<file path="config.mk">
export PLATFORM = sky130hd
export DESIGN_NAME = framebuffer_arbiter
export DESIGN_NICKNAME = d
export VERILOG_FILES = /design/src/rtl/vga_pkg.sv /design/src/rtl/pixel_fifo.sv /design/src/rtl/framebuffer_arbiter.sv
export SDC_FILE = /design/constraint.sdc
export NUM_CORES = 1
export LEC_CHECK = 0
export ABC_AREA = 1
export CORE_ASPECT_RATIO = 0.8
export CORE_UTILIZATION = 35
export DETAILED_ROUTE_END_ITERATION = 8
export DONT_BUFFER_PORTS = 1
export PLACE_DENSITY = 0.58
export REMOVE_ABC_BUFFERS = 1
export SLEW_MARGIN = 20
export SYNTH_ARGS = -nofsm -noshare
export SYNTH_HDL_FRONTEND = slang
export SYNTH_HIERARCHICAL = 1
export SYNTH_SLANG_ARGS = --single-unit
</file>
<file path="constraint.sdc">
create_clock -name clock_in -period 4.1 [get_ports clock_in]
set_clock_uncertainty 0.05 [all_clocks]
set_input_delay 0.205 -clock clock_in [delete_from_list [all_inputs] [get_ports clock_in]]
set_output_delay 0.205 -clock clock_in [all_outputs]
set_load 0.1 [all_outputs]
</file>
<file path="src/rtl/vga_pkg.sv">
// Shared display geometry and arbiter state encoding for the framebuffer path.
package vga_pkg;
  localparam int WIDTH       = 640;
  localparam int HEIGHT      = 480;
  localparam int WIDTH_BITS  = 10;
  localparam int HEIGHT_BITS = 10;
  localparam int PIXEL_BITS  = 12;
  localparam int ADDR_BITS   = 19;

  typedef enum logic [1:0] {
    WAIT_FRAME,
    FETCH,
    DONE
  } arb_state_t;
endpackage

</file>
<file path="src/rtl/pixel_fifo.sv">
// Small synchronous prefetch FIFO; flush wins over push, and a full FIFO
// still accepts a push when a pop happens in the same cycle.
module pixel_fifo #(
  parameter int DEPTH  = 4,
  parameter int DATA_W = 12
) (
  input  logic                         clk,
  input  logic                         rst_n,
  input  logic                         flush,
  input  logic                         push,
  input  logic [DATA_W-1:0]            push_data,
  input  logic                         pop,
  output logic [DATA_W-1:0]            head,
  output logic [$clog2(DEPTH+1)-1:0]   count,
  output logic                         empty
);
  localparam int CNT_W = $clog2(DEPTH + 1);
  localparam int PTR_W = (DEPTH > 1) ? $clog2(DEPTH) : 1;

  logic [DATA_W-1:0] mem [DEPTH];
  logic [PTR_W-1:0]  wr_ptr;
  logic [PTR_W-1:0]  rd_ptr;
  logic              do_push;
  logic              do_pop;

  function automatic logic [PTR_W-1:0] next_ptr(input logic [PTR_W-1:0] p);
    return (p == PTR_W'(DEPTH - 1)) ? '0 : p + 1'b1;
  endfunction

  assign empty   = (count == '0);
  assign head    = mem[rd_ptr];
  assign do_pop  = pop && !flush && !empty;
  assign do_push = push && !flush && ((count < CNT_W'(DEPTH)) || do_pop);

  always_ff @(posedge clk) begin
    if (!rst_n || flush) begin
      wr_ptr <= '0;
      rd_ptr <= '0;
      count  <= '0;
    end else begin
      if (do_push) wr_ptr <= next_ptr(wr_ptr);
      if (do_pop)  rd_ptr <= next_ptr(rd_ptr);
      case ({do_push, do_pop})
        2'b10:   count <= count + 1'b1;
        2'b01:   count <= count - 1'b1;
        default: count <= count;
      endcase
    end
  end

  // Storage carries data only, so it is left out of reset.
  always_ff @(posedge clk) begin
    if (do_push) mem[wr_ptr] <= push_data;
  end
endmodule

</file>
<file path="src/rtl/framebuffer_arbiter.sv">
// Shares one single-port framebuffer RAM between display scan-out (absolute
// priority, via a prefetch FIFO) and a drawing client that uses idle cycles.
module framebuffer_arbiter #(
  parameter int WIDTH       = vga_pkg::WIDTH,
  parameter int HEIGHT      = vga_pkg::HEIGHT,
  parameter int WIDTH_BITS  = vga_pkg::WIDTH_BITS,
  parameter int HEIGHT_BITS = vga_pkg::HEIGHT_BITS,
  parameter int PIXEL_BITS  = vga_pkg::PIXEL_BITS,
  parameter int ADDR_BITS   = vga_pkg::ADDR_BITS,
  parameter int FIFO_DEPTH  = 4
) (
  input  logic                   clock_in,
  input  logic                   reset_n_in,
  input  logic                   display_on_in,
  input  logic                   v_sync_in,
  output logic [PIXEL_BITS-1:0]  pixel_out,
  output logic                   underflow_out,
  input  logic                   draw_valid_in,
  output logic                   draw_ready_out,
  input  logic [WIDTH_BITS-1:0]  draw_x_in,
  input  logic [HEIGHT_BITS-1:0] draw_y_in,
  input  logic [PIXEL_BITS-1:0]  draw_pixel_in,
  output logic [ADDR_BITS-1:0]   mem_addr_out,
  output logic                   mem_we_out,
  output logic [PIXEL_BITS-1:0]  mem_wdata_out,
  input  logic [PIXEL_BITS-1:0]  mem_rdata_in
);
  import vga_pkg::*;

  localparam int CNT_W = $clog2(FIFO_DEPTH + 1);
  localparam logic [ADDR_BITS-1:0] LAST_ADDR = ADDR_BITS'(WIDTH * HEIGHT - 1);

  arb_state_t             state_q;
  arb_state_t             state_d;
  logic                   v_sync_q;
  logic                   frame_start;
  logic [ADDR_BITS-1:0]   read_addr;
  logic                   read_pending;
  logic                   read_issue;
  logic [CNT_W:0]         in_flight;
  logic [CNT_W-1:0]       fifo_count;
  logic                   fifo_empty;
  logic [PIXEL_BITS-1:0]  fifo_head;
  logic                   fifo_push;
  logic                   fifo_pop;
  logic                   draw_in_range;
  logic [ADDR_BITS-1:0]   draw_addr;

  assign frame_start = v_sync_q && !v_sync_in;
  assign in_flight   = {1'b0, fifo_count} + (CNT_W + 1)'(read_pending);
  assign read_issue  = reset_n_in && (state_q == FETCH) && !frame_start &&
                       (in_flight < (CNT_W + 1)'(FIFO_DEPTH));

  assign draw_ready_out = reset_n_in && !read_issue;
  assign draw_in_range  = (32'(draw_x_in) < 32'(WIDTH)) && (32'(draw_y_in) < 32'(HEIGHT));
  assign draw_addr      = ADDR_BITS'(draw_y_in) * ADDR_BITS'(WIDTH) + ADDR_BITS'(draw_x_in);

  // A return landing on a frame start belongs to the previous frame.
  assign fifo_push = read_pending && !frame_start;
  assign fifo_pop  = display_on_in && !frame_start;

  pixel_fifo #(
    .DEPTH  (FIFO_DEPTH),
    .DATA_W (PIXEL_BITS)
  ) u_fifo (
    .clk       (clock_in),
    .rst_n     (reset_n_in),
    .flush     (frame_start),
    .push      (fifo_push),
    .push_data (mem_rdata_in),
    .pop       (fifo_pop),
    .head      (fifo_head),
    .count     (fifo_count),
    .empty     (fifo_empty)
  );

  always_comb begin
    mem_addr_out  = read_addr;
    mem_we_out    = 1'b0;
    mem_wdata_out = draw_pixel_in;
    if (draw_valid_in && draw_ready_out && draw_in_range) begin
      mem_we_out   = 1'b1;
      mem_addr_out = draw_addr;
    end
  end

  always_comb begin
    state_d = state_q;
    if (frame_start)
      state_d = FETCH;
    else if (read_issue && (read_addr == LAST_ADDR))
      state_d = DONE;
  end

  always_ff @(posedge clock_in) begin
    if (!reset_n_in) begin
      state_q       <= WAIT_FRAME;
      v_sync_q      <= 1'b0;
      read_addr     <= '0;
      read_pending  <= 1'b0;
      pixel_out     <= '0;
      underflow_out <= 1'b0;
    end else begin
      state_q      <= state_d;
      v_sync_q     <= v_sync_in;
      read_pending <= read_issue;
      if (frame_start)
        read_addr <= '0;
      else if (read_issue)
        read_addr <= read_addr + 1'b1;
      pixel_out <= (fifo_pop && !fifo_empty) ? fifo_head : '0;
      if (frame_start)
        underflow_out <= 1'b0;
      else if (display_on_in && fifo_empty)
        underflow_out <= 1'b1;
    end
  end
endmodule
</file>
==> flow_metrics.env <==
export IMPL_crit_type="reg2out"
export IMPL_num_nets_final=715
export IMPL_htreeDepth=3
export IMPL_synth_seq_cells=93
export IMPL_hold_path_class="in2reg"
export IMPL_setup_slack_ns=0.668
export IMPL_synth_mux_area_frac=0
export IMPL_slew_limit_headroom=0.260
export IMPL_rr_worst_depth=8
export IMPL_critPathLaunchType="flip-flop"
export IMPL_tightest_slew_ns=1.11
export IMPL_ys_flop_type="edfxtp_1"
export IMPL_clock_sinks=93
export IMPL_cts_root_buf="clkbuf_16"
export IMPL_clk_latency_ns=0.33
export IMPL_dp_hpwl_um=8470
export IMPL_routedWlPerCell_um=13.8
export IMPL_maxCapViolCount=0
export IMPL_drtIter0Drc=209
export IMPL_synthArstFlopShare=0
export IMPL_routed_wl_um=11300
export IMPL_first_global_vias=3794
export IMPL_yosysTopAreaCell="edfxtp_1"
export IMPL_gp_congestion=0.881
export IMPL_hp_start="reset_n_in"
export IMPL_synth_fa_ha_area_frac=0.0772
export IMPL_ant_nets=0
export IMPL_die_h_um=109
export IMPL_antenna_found_initial=1
export IMPL_top_level_ports=95
export IMPL_crit_path_max_fanout=16
export IMPL_cpMostUsedCell="nand2_1"
export IMPL_post_cts_resized=0
export IMPL_grt_ovfl_total=0
export IMPL_crit_arrival_ns=3.18
export IMPL_drcViolationCount=0
export IMPL_synthCells=618
export IMPL_synth_edff_count=48
export IMPL_fin_area_um2=5730
export IMPL_p_leak_uw=0.00241
export IMPL_syn_cell_area_um2=4990
export IMPL_num_rows=38
export IMPL_hold_violations=0
export IMPL_p_per_area_nw_per_um2=381
export IMPL_core_area_um2=13700
export IMPL_ys_seq_area_frac=0.469
export IMPL_area_delta_synth_final_pct=14.8
export IMPL_slew_violations=0
export IMPL_drive_above_1_share=0.0919
export IMPL_setup_violations=0
export IMPL_ff2ff_setup_slack_ns=1.73
export IMPL_path_clk_slew_ns=0.06
export IMPL_cts_buffer_depth=2
export IMPL_cp_required_ns=3.85
export IMPL_slowest_stage="nor3_2"
export IMPL_synth_top_family_by_area="simple AND/OR/NAND/NOR gates"
export IMPL_drt_pass1_iterations=5
export IMPL_holdPathEnd="state_q[0]"
export IMPL_vdd_ir_drop_max_mv=0.200
export IMPL_grtUsageTotal=0.159
export IMPL_via_per_inst=4.86
export IMPL_min_period_over_period=0.837
export IMPL_netlist_top_cells_count="125 x nand2_1, 91 x inv_1, 89 x nor2_1, 48 x edfxtp_1, 45 x dfxtp_1"
export IMPL_grt_pass1_wl_um=18200
export IMPL_cts_tree="yes"
export IMPL_min_path_cells=2
export IMPL_fmax_mhz=291
export IMPL_fin_setup_tns_ns=0
export IMPL_synth_compound_area_frac=0.101
export IMPL_synth_xor_area_share=0.0228
export IMPL_rsz0062_at_grt="no"
export IMPL_period_needed_ns=3.43
export IMPL_synth_avg_cell_area_um2=8.08
export IMPL_grt_max_degree=26
export IMPL_numCtsBuffers=9
export IMPL_yosys_top_cells_area="edfxtp_1 29%, dfxtp_1 18%, nand2_1 9.4%"
export IMPL_placed_area_um2=5270
export IMPL_synth_top_area_frac=0.289
export IMPL_io_buffers=0
export IMPL_pre_cts_ws_ns=1.06
export IMPL_r2r_start="v_sync_q"
export IMPL_dieArea_um2=14700
export IMPL_end_kind="output port"
export IMPL_ys_types=32
export IMPL_path_cells="nand2_1, nand2_2, nor3_4, nor3_2, inv_1, nor2_1, nand2_1, o21ai_2"
export IMPL_die_x_um=136
export IMPL_r2r_end="read_addr[8]"
export IMPL_synth_most_common_cell="nand2_1"
export IMPL_synthSimpleGateAreaFrac=0.223
export IMPL_vias=3997
export IMPL_cpPeakStageDelay_ns=0.90
export IMPL_totalPowerFinal_uw=2180
export IMPL_start_util=0.363
export IMPL_ys_warn_count=6
export IMPL_status="completed"
-- kinds of logic after synthesis --
kind of cell,count (synthesis)
AO/OA/AOI/OAI,96
XOR/XNOR,13
adder cells (fa/ha/maj),29
buffers and inverters,119
flip-flops,93
AND/OR/NAND/NOR,268
-- placed cells by master (no fill, tap or decap), types with 13 or more instances in the layout --
cell type and instances:
dlygate4sd3_1 15, ha_1 26, o21ai_1 16, a21oi_1 27, o21ai_2 15, nor2_1 87
inv_1 91, edfxtp_1 48, nand3_1 25, buf_4 19, o21ai_0 21, nand4_1 13
nand2_1 125, dfxtp_1 45
-- cell type report --
cell class	instances	area (um2)
clock buffer	11	253
sequential	93	2340
fill	1333	8010
timing repair buffer	35	318
antenna	1	2.50
clock inverter	5	57.6
multi-input combinational	406	2190
tap	180	225
inverter	92	345
-- metal layers --
layer | track usage | vias to the layer above | routed length [um]
met4 | 0.0457 | 0 | 165
met2 | 0.254 | 95 | 4990
met1 | 0.209 | 1848 | 5530
li1 | - | 2046 | -
met3 | 0.0456 | 8 | 649
met5 | 0 | - | 0
-- state kept, by name, summed over array words and instances (netlist names), named ones only --
register and count:
state_q 2, v_sync_q 1, u_fifo/mem 48, read_pending 1
read_addr 19, pixel_out 12, underflow_out 1, u_fifo/rd_ptr 2
u_fifo/wr_ptr 2, u_fifo/count 3
-- timing repair --
| item | CTS | global route |
|---|---|---|
| endpoints found under the hold margin | 51 | 0 |
| hold buffers | 15 | 0 |
| buffers inserted | 0 | 0 |
-- worst max-delay path, delay by kind of cell, from the launching register on --
| kind | cells | cell delay (ns) |
|---|---|---|
| AOI/OAI and AO/OA | 1 | 0.41 |
| buffers and inverters | 1 | 0.46 |
| DFF | 1 | 0.30 |
| and+or+nand+nor | 6 | 1.65 |
-- metrics by stage --
| stage | cells | hold WS, ns | utilization |
|---|---|---|---|
| after floorplan | 591 | 0.248 | - |
| after detailed placement | 791 | 0.254 | 0.383 |
| after global placement | 791 | 0.250 | 0.383 |
| final | 823 | 0.0379 | 0.417 |
| after global routing | 823 | 0.0527 | 0.417 |
| after CTS | 822 | 0.0266 | 0.417 |
-- power breakdown --
| part | internal, uW | leakage, uW | switching [uW] |
|---|---|---|---|
| combinational | 95.9 | 0.00146 | 212 |
| clock | 506 | 0.000156 | 335 |
| sequential | 990 | 0.000796 | 43.7 |
-- worst max path at each step --
| stage | startpoint | end | slack [ns] | depth (start not counted) |
|---|---|---|---|---|
| CTS | v_sync_q | mem_addr_out[12] | 0.69 | 8 |
| detailed placement | v_sync_q | mem_addr_out[12] | 1.06 | 8 |
| finish | v_sync_q | mem_addr_out[12] | 0.67 | 8 |
| global route | v_sync_q | mem_addr_out[13] | 0.40 | 9 |
| global placement | v_sync_q | mem_addr_out[12] | 1.14 | 8 |
| floorplan | u_fifo/count[1] | mem_addr_out[8] | -3.26 | 6 |
(Power assumes the default switching activity.)
